--- config.mk ---
export PLATFORM = sky130hd
export DESIGN_NAME = pifo_port_arbiter
export DESIGN_NICKNAME = d
export VERILOG_FILES = /design/src/rtl/pifo_port_arbiter.sv
export SDC_FILE = /design/constraint.sdc
export NUM_CORES = 1
export LEC_CHECK = 0
export ABC_AREA = 1
export BUFFER_PORTS_ARGS = -buffer_cell sky130_fd_sc_hd__buf_4
export CAP_MARGIN = 30
export CORE_AREA = 2 2 182 184
export CTS_BUF_LIST = sky130_fd_sc_hd__clkbuf_16
export CTS_CLUSTER_SIZE = 30
export DETAILED_ROUTE_END_ITERATION = 7
export DIE_AREA = 0 0 184 186
export PLACE_DENSITY_LB_ADDON = 0.2
export REMOVE_ABC_BUFFERS = 1
export SLEW_MARGIN = 20
export SYNTH_ARGS = -nofsm -noshare
export SYNTH_HDL_FRONTEND = slang
export SYNTH_SLANG_ARGS = --single-unit
--- constraint.sdc ---
create_clock -name clk -period 3.06 [get_ports clk]
set_clock_uncertainty 0.05 [all_clocks]
set_input_delay 0.612 -clock clk [delete_from_list [all_inputs] [get_ports clk]]
set_output_delay 0.612 -clock clk [all_outputs]
set_load 0.005 [all_outputs]
--- src/rtl/pifo_port_arbiter.sv ---
// Front-end arbiter sharing a two-push / one-pop PIFO scheduler among N_REQ requesters and one consumer.
// Define PIFO_ARB_DUAL_PUSH_EN to allow two push grants per cycle; otherwise at most one.
module pifo_port_arbiter #(
    parameter int unsigned N_REQ = 4
) (
    input  logic                 clk,
    input  logic                 rst,
    input  logic [N_REQ-1:0]     req_valid,
    input  logic [32*N_REQ-1:0]  req_rank,
    input  logic [32*N_REQ-1:0]  req_value,
    output logic [N_REQ-1:0]     req_ready,
    input  logic                 deq_req,
    output logic                 deq_ready,
    output logic                 deq_valid,
    output logic [31:0]          deq_value,
    output logic                 sched_push_1,
    output logic [31:0]          sched_rank_1,
    output logic [31:0]          sched_value_1,
    output logic                 sched_push_2,
    output logic [31:0]          sched_rank_2,
    output logic [31:0]          sched_value_2,
    input  logic                 sched_can_push_1,
    input  logic                 sched_can_push_2,
    input  logic                 sched_can_pop,
    output logic                 sched_pop,
    input  logic [31:0]          sched_pop_value,
    input  logic                 sched_pop_valid
);

    localparam int unsigned PW = $clog2(N_REQ);

`ifdef PIFO_ARB_DUAL_PUSH_EN
    localparam bit DUAL_EN = 1'b1;
`else
    localparam bit DUAL_EN = 1'b0;
`endif

    typedef enum logic {
        PREFER_POP  = 1'b0,
        PREFER_PUSH = 1'b1
    } prefer_t;

    logic [PW-1:0] rr_ptr;
    prefer_t       prefer;
    logic          inflight;

    logic          c0_found, c1_found;
    logic [PW-1:0] c0_idx, c1_idx;
    logic          push_ok, pop_ok, contend;
    logic          push_go, pop_go, dual_go;
    logic [PW-1:0] last_idx, next_rr;
    logic          honour;

    function automatic logic [PW-1:0] scan_idx(input logic [PW-1:0] base, input int unsigned k);
        int unsigned s;
        s = 32'(base) + k;
        if (s >= N_REQ) s = s - N_REQ;
        return PW'(s);
    endfunction

    // First and second requesters found walking circularly from rr_ptr.
    always_comb begin
        c0_found = 1'b0;
        c1_found = 1'b0;
        c0_idx   = '0;
        c1_idx   = '0;
        for (int unsigned k = 0; k < N_REQ; k++) begin
            if (req_valid[scan_idx(rr_ptr, k)]) begin
                if (!c0_found) begin
                    c0_found = 1'b1;
                    c0_idx   = scan_idx(rr_ptr, k);
                end else if (!c1_found) begin
                    c1_found = 1'b1;
                    c1_idx   = scan_idx(rr_ptr, k);
                end
            end
        end
    end

    always_comb begin
        push_ok = c0_found & sched_can_push_1;
        pop_ok  = deq_req & sched_can_pop;
        contend = push_ok & pop_ok;
        push_go = push_ok & (~pop_ok | (prefer == PREFER_PUSH));
        pop_go  = pop_ok & (~push_ok | (prefer == PREFER_POP));
        dual_go = DUAL_EN & push_go & c1_found & sched_can_push_2;
        honour  = inflight & sched_pop_valid;

        last_idx = dual_go ? c1_idx : c0_idx;
        if (32'(last_idx) == N_REQ - 1) next_rr = '0;
        else                            next_rr = last_idx + PW'(1);
    end

    // Every combinational output is held low while reset is asserted.
    always_comb begin
        req_ready     = '0;
        sched_push_1  = 1'b0;
        sched_rank_1  = '0;
        sched_value_1 = '0;
        sched_push_2  = 1'b0;
        sched_rank_2  = '0;
        sched_value_2 = '0;
        sched_pop     = 1'b0;
        deq_ready     = 1'b0;
        if (rst) begin
            if (push_go) begin
                req_ready[c0_idx] = 1'b1;
                sched_push_1      = 1'b1;
                sched_rank_1      = req_rank[{c0_idx, 5'b0} +: 32];
                sched_value_1     = req_value[{c0_idx, 5'b0} +: 32];
            end
            if (dual_go) begin
                req_ready[c1_idx] = 1'b1;
                sched_push_2      = 1'b1;
                sched_rank_2      = req_rank[{c1_idx, 5'b0} +: 32];
                sched_value_2     = req_value[{c1_idx, 5'b0} +: 32];
            end
            if (pop_go) begin
                sched_pop = 1'b1;
                deq_ready = 1'b1;
            end
        end
    end

    always_ff @(posedge clk) begin
        if (!rst) begin
            rr_ptr    <= '0;
            prefer    <= PREFER_POP;
            inflight  <= 1'b0;
            deq_valid <= 1'b0;
            deq_value <= '0;
        end else begin
            if (push_go) rr_ptr <= next_rr;
            if (contend) prefer <= (prefer == PREFER_POP) ? PREFER_PUSH : PREFER_POP;
            deq_valid <= honour;
            if (honour) deq_value <= sched_pop_value;
            // A new pop keeps the tracker armed even when a result retires this cycle.
            if (pop_go)      inflight <= 1'b1;
            else if (honour) inflight <= 1'b0;
        end
    end

endmodule

## After elaboration in Yosys (flattened, before gate mapping)

Cells that the tools add are included.

| word-level totals | value |
|---|---|
| bits in registers | 37 |
| input bits | 299 |
| output and inout bits | 169 |

| operators by class | value |
|---|---|
| $add $sub $neg | 8 |
| order comparisons | 10 |
| eq/ne operators | 1 |
| shift operators | 2 |
| mux-type cells | 39 |
| bitwise gates (word level) | 11 |
| reductions and logical operators | 2 |

Operators with widths:

| cell | number |
|---|---|
| indexed part select 128 x 8 -> 32 bit | 2 |
| two-way mux 32 bit | 4 |
| two-way mux 2 bit | 12 |
| two-way mux 1 bit | 16 |
| < comparator 2 x 3 -> 1 bit (second input constant) | 5 |
| >= comparator 3 bit (second input constant) | 3 |
| binary-select mux 1 bit (select 2 bit) | 4 |
| two-way mux 4 bit | 2 |
| subtractor 2 x 1 -> 2 bit (second input constant) | 4 |
| adder 2 x 2 -> 3 bit (second input constant) | 2 |
| bitwise AND 1 bit | 6 |
| adder 2 x 1 -> 3 bit (second input constant) | 1 |
| >= comparator 2 x 3 -> 1 bit (second input constant) | 1 |
| inverter 1 bit | 3 |
| adder 2 x 1 -> 2 bit (second input constant) | 1 |
| demux 1 bit (select 2 bit) | 1 |
| == test 2 bit (second input constant) | 1 |
| >= comparator 2 x 1 -> 1 bit (second input constant) | 1 |
| bitwise OR 1 bit | 2 |
| nonzero test 2 bit | 1 |
| logical AND 1 bit | 1 |

## Depth between registers and ports, before layout

| depth | value |
|---|---|
| depth in word-level cells | 17 |
| depth in mapped cells | 19 |
| gate-level depth less buffers | 16 |

## Least setup slack after synthesis

No wires, ideal clock.

| timing path | value |
|---|---|
| kind | input-to-output |
| start point | input req_valid[3] |
| end point | output req_ready[1] |
| arrival | 2.134 ns |
| data required time | 2.398 ns |
| setup slack | 0.264 ns |
| stages | 17 |
| buffers on the path | 2 |
| cells stage by stage | inv_1 -> nand2_1 -> nand3_2 -> nand2_2 -> ha_1 -> nand3_1 -> nand2_1 -> nand2_1 -> nand2_1 -> nand2_2 -> nand2_2 -> buf_6 -> buf_4 -> inv_1 -> ha_1 -> inv_1 -> nor2_1 |

| between the ends | value |
|---|---|
| word-level cells in the longest chain between the ends | 15 |
| elaborated cells between the ends (all ways) | 28 |

Ends and longest elaborated chain:

| what | RTL line | RTL |
|---|---|---|
| start, declared | 8 | `input logic [N_REQ-1:0] req_valid,` |
| binary-select mux 1 bit (select 2 bit) | 68 | `if (req_valid[scan_idx(rr_ptr, k)]) begin` |
| two-way mux 1 bit (implied by the code) | 68 |  |
| two-way mux 2 bit / two-way mux 1 bit (equally long branches) | 68 |  |
| two-way mux 2 bit | 69 | `if (!c0_found) begin` |
| two-way mux 2 bit | 68 |  |
| two-way mux 2 bit | 69 |  |
| two-way mux 2 bit | 68 |  |
| two-way mux 2 bit | 69 |  |
| two-way mux 2 bit | 68 |  |
| < comparator 2 x 3 -> 1 bit (implied by the code) / >= comparator 2 x 1 -> 1 bit (equally long branches) | 107 | `req_ready[c0_idx] = 1'b1;` |
| logical AND 1 bit (implied by the code) | 107 |  |
| two-way mux 1 bit (implied by the code) | 107 |  |
| demux 1 bit (select 2 bit) | 107 |  |
| two-way mux 4 bit * | 106 | `if (push_go) begin` |
| two-way mux 4 bit * | 105 | `if (rst) begin` |
| end, declared | 11 | `output logic [N_REQ-1:0] req_ready,` |

Every way passes the cells marked *; elsewhere a longest branch is shown, timed or not. The select of a mux whose other input is x is not followed.

## Worst setup path in the final report

| timing path | value |
|---|---|
| start point | input req_valid[3] |
| end point | output sched_value_1[20] |

| between the ends | value |
|---|---|
| word-level cells in the longest chain between the ends | 12 |
| elaborated cells between the ends (all ways) | 24 |

Ends and longest elaborated chain:

| what | RTL line | RTL |
|---|---|---|
| binary-select mux 1 bit (select 2 bit) | 68 |  |
| two-way mux 1 bit (implied by the code) | 68 |  |
| two-way mux 2 bit / two-way mux 1 bit (equally long branches) | 68 |  |
| two-way mux 2 bit | 69 |  |
| two-way mux 2 bit | 68 |  |
| two-way mux 2 bit | 69 |  |
| two-way mux 2 bit | 68 |  |
| two-way mux 2 bit | 69 |  |
| two-way mux 2 bit | 68 |  |
| indexed part select 128 x 8 -> 32 bit | 110 | `sched_value_1 = req_value[{c0_idx, 5'b0} +: 32];` |
| two-way mux 32 bit * | 106 |  |
| two-way mux 32 bit * | 105 |  |
| end, declared | 18 | `output logic [31:0] sched_value_1,` |

Marked as above.

==> out/qor.yml <==
antenna_found_initial: 0
synth_top_flop_cell: "dfxtp_1"
yosysWarnings: 0
avgSynthCellArea_um2: 5.42
cts_tree: "yes"
crit_end: "sched_value_1[20]"
use_met2_pct: 31.9
netlist_instances: 1024
grt_use_total_pct: 16.9
grt_pass1_wl_mm: 44.3
fin_tns_setup_ns: -6.92
synth.area.top_cells: "nand3_1 18%, inv_1 14%, dfxtp_1 13%"
clk_pin_slew_ns: 0.06
firstDrtPassIters: 5
r2r_end: "rr_ptr[1]$_SDFFE_PN0P_"
synth-edff-count: 0
grt_pass1_vias: 7677
power_mw: 11.9
combPwrFrac_pct: 91.2
routedWlPerCell_um: 17.2
grt_overflow_total: 0
synth_top_cell_by_area: "nand3_1"
vias: 8097
io_pins: 468
drv_slew: 0
grt_start_max_net_pins: 38
syn2layout_area_growth_pct: 118
floorplan.core_area_um2: 32200
switching_share_pct: 48.5
post-dp-hpwl_mm: 21.4
cp-end-kind: "primary output"
worstPathArrival_ns: 2.55
num_rows: 66
p_leak_nw: 6.42
clk_path_buf_depth: 2
clock_latency_ns: 0.28
die_y_um: 186
synth_area_um2: 5550
htree_num_levels: 2
ir_drop_mv: 0.622
outcome: "finished with violations"
drc: 0
p_clk_share_pct: 4.2
ant_nets: 0
yosysMostFrequentCell: "inv_1"
num_antenna_cells: 0
r2r_cells: 16
initial_utilization_pct: 17.2
hold_buffers: 0
async_flop_share_pct: 0
drive_above_1_share_pct: 55.3
synth_common_cells: "210 x inv_1, 199 x nand3_1, 165 x nand2_1"
place.gp.congestion: 0.901
first_iter_violations: 319
rrSetupSlack_ns: 0.73
yosysSeqAreaShare_pct: 13.3
setup_slack_ns: -0.150
stdcell_area_um2: 12100
crit_path_start_kind: "primary input"
wl_mm: 32.8
synth_top_area_share_pct: 17.9
rsz0062_at_grt: "true"
violations: "negative setup slack"
port_buffers: 401
hold_class: "flip-flop to flip-flop"
min_period_over_period_pct: 105
ys_types: 24
fmax_mhz: 312
cts_root_buf: "clkbuf_16"
cp_max_fo: 12
drv_cap: 0
r2r-start: "rr_ptr[0]$_SDFFE_PN0P_"
cp-startpoint: "req_valid[3]"
hold-worst-slack_ns: 0.414
cts.sinks: 37
fin_crit_ns: 3.21
dieWidth_um: 184
hold_violations: 0
post_dp_cell_area_um2: 9210
grtUsageMet1_pct: 19.7
critical_path_class: "primary input to primary output"
grtUsageMet3_pct: 3.48
ys_seq_elements: 37
p_int_mw: 6.16
grt.busiest_layer: "met2"
layout.nets: 1797
p_seq_share_pct: 4.6
required_ns: 2.40
power_per_cell_area_nw_per_um2: 989
slew_headroom_pct: 53.1
die_area_um2: 34200
tightestPinTransition_ns: 0.702
via_per_inst: 4.26
cts_inserted_buffers: 5
setup_viol: 68
dp_slack_ns: -0.245
p_switching_mw: 5.79
through the flow:
step           util [%]  instances
2_1_floorplan         -        948
3_3_place_gp       28.6       1828
3_5_place_dp       28.6       1828
4_1_cts            33.7       1883
5_1_grt            37.5       1902
6_report           37.5       1902
logic make-up (layout without fill, tap and decap cells):
family | count (synthesis) | after routing | synth area share (%)
compound gates | 109 | 109 | 10.0
fa+ha+maj | 5 | 5 | 1.13
buf+inv | 357 | 763 | 30.7
flops | 37 | 37 | 13.3
other cells | 1 | 65 | 0.0675
simple gates | 515 | 515 | 44.7
power groups by stage:
stage	sequential, mW	clock (mW)	combinational (mW)
after floorplan	0.550	0	3.13
after global placement	0.546	0	6.07
after detailed placement	0.547	0	6.08
after CTS	0.546	0.520	9.28
after global routing	0.556	0.534	11.7
final	0.550	0.501	10.9
sequential cells by signal (all words and copies together), names as in the netlist:
register   cells
deq_value     32
rr_ptr         2
deq_valid      1
inflight       1
prefer         1
cells in the final DEF, fill, tap and decap left out, types with 3 or more instances in the layout:
cell type    n
buf_4      429
inv_1      202
nand3_2    102
nand2_1    101
nand3_1     86
nor2_1      67
conb_1      65
nand3b_1    64
nand2_2     52
a21oi_2     49
buf_6       44
o21ai_0     35
dfxtp_1     35
buf_12      26
nand2_4     22
buf_16      19
clkbuf_16   14
nand3_4     13
a21oi_1     11
buf_8       11
inv_2        8
a21oi_4      8
inv_4        6
nor2_4       5
ha_4         5
o21ai_4      3
layout make-up:
cell class / instances / area (um2)
multi-input combinational: 694 / 4690
inverter: 217 / 845
fill: 3426 / 20100
timing repair buffer: 538 / 5150
clock inverter: 3 / 13.8
sequential: 37 / 748
tap: 408 / 510
clock buffer: 5 / 125
metal layers:
metal	wire (um)	vias up
li1	-	3985
met1	13000	3778
met2	16900	304
met3	2230	30
met4	551	0
met5	0	-
worst max-delay path, cell delays in order:
cell and delay [ns]:
buf_6 0.09, inv_2 0.07, nand2_4 0.06, nand3_4 0.09, nand2_4 0.07, buf_6 0.12
inv_4 0.05, nand2_4 0.04, nor2_4 0.17, buf_6 0.13, nand3_4 0.16, nand2_8 0.20
buf_6 0.14, clkbuf_16 0.17, nand2_1 0.08, nand3_2 0.07, a21oi_2 0.06, buf_4 0.15
how the worst min path moves through the flow:
| stage | endpoint | slack [ns] | cells past startpoint | startpoint |
|---|---|---|---|---|
| final | inflight$_SDFFE_PN0P_ | 0.41 | 2 | inflight$_SDFFE_PN0P_ |
| after global routing | inflight$_SDFFE_PN0P_ | 0.45 | 2 | inflight$_SDFFE_PN0P_ |
| after CTS | inflight$_SDFFE_PN0P_ | 0.42 | 2 | inflight$_SDFFE_PN0P_ |
| after detailed placement | inflight$_SDFFE_PN0P_ | 0.41 | 2 | inflight$_SDFFE_PN0P_ |
| after global placement | inflight$_SDFFE_PN0P_ | 0.39 | 2 | inflight$_SDFFE_PN0P_ |
| after floorplan | inflight$_SDFFE_PN0P_ | 0.39 | 2 | inflight$_SDFFE_PN0P_ |
what timing repair did:
action                                  in CTS  in global routing
cloned                                      18                 10
hold endpoints to repair                     0                  0
pin swaps                                   59                 75
setup buffers                               30                 14
endpoints found under the setup margin      68                 70
gates resized for setup                    198                224
Note: power is estimated with default switching activity, not from simulation.
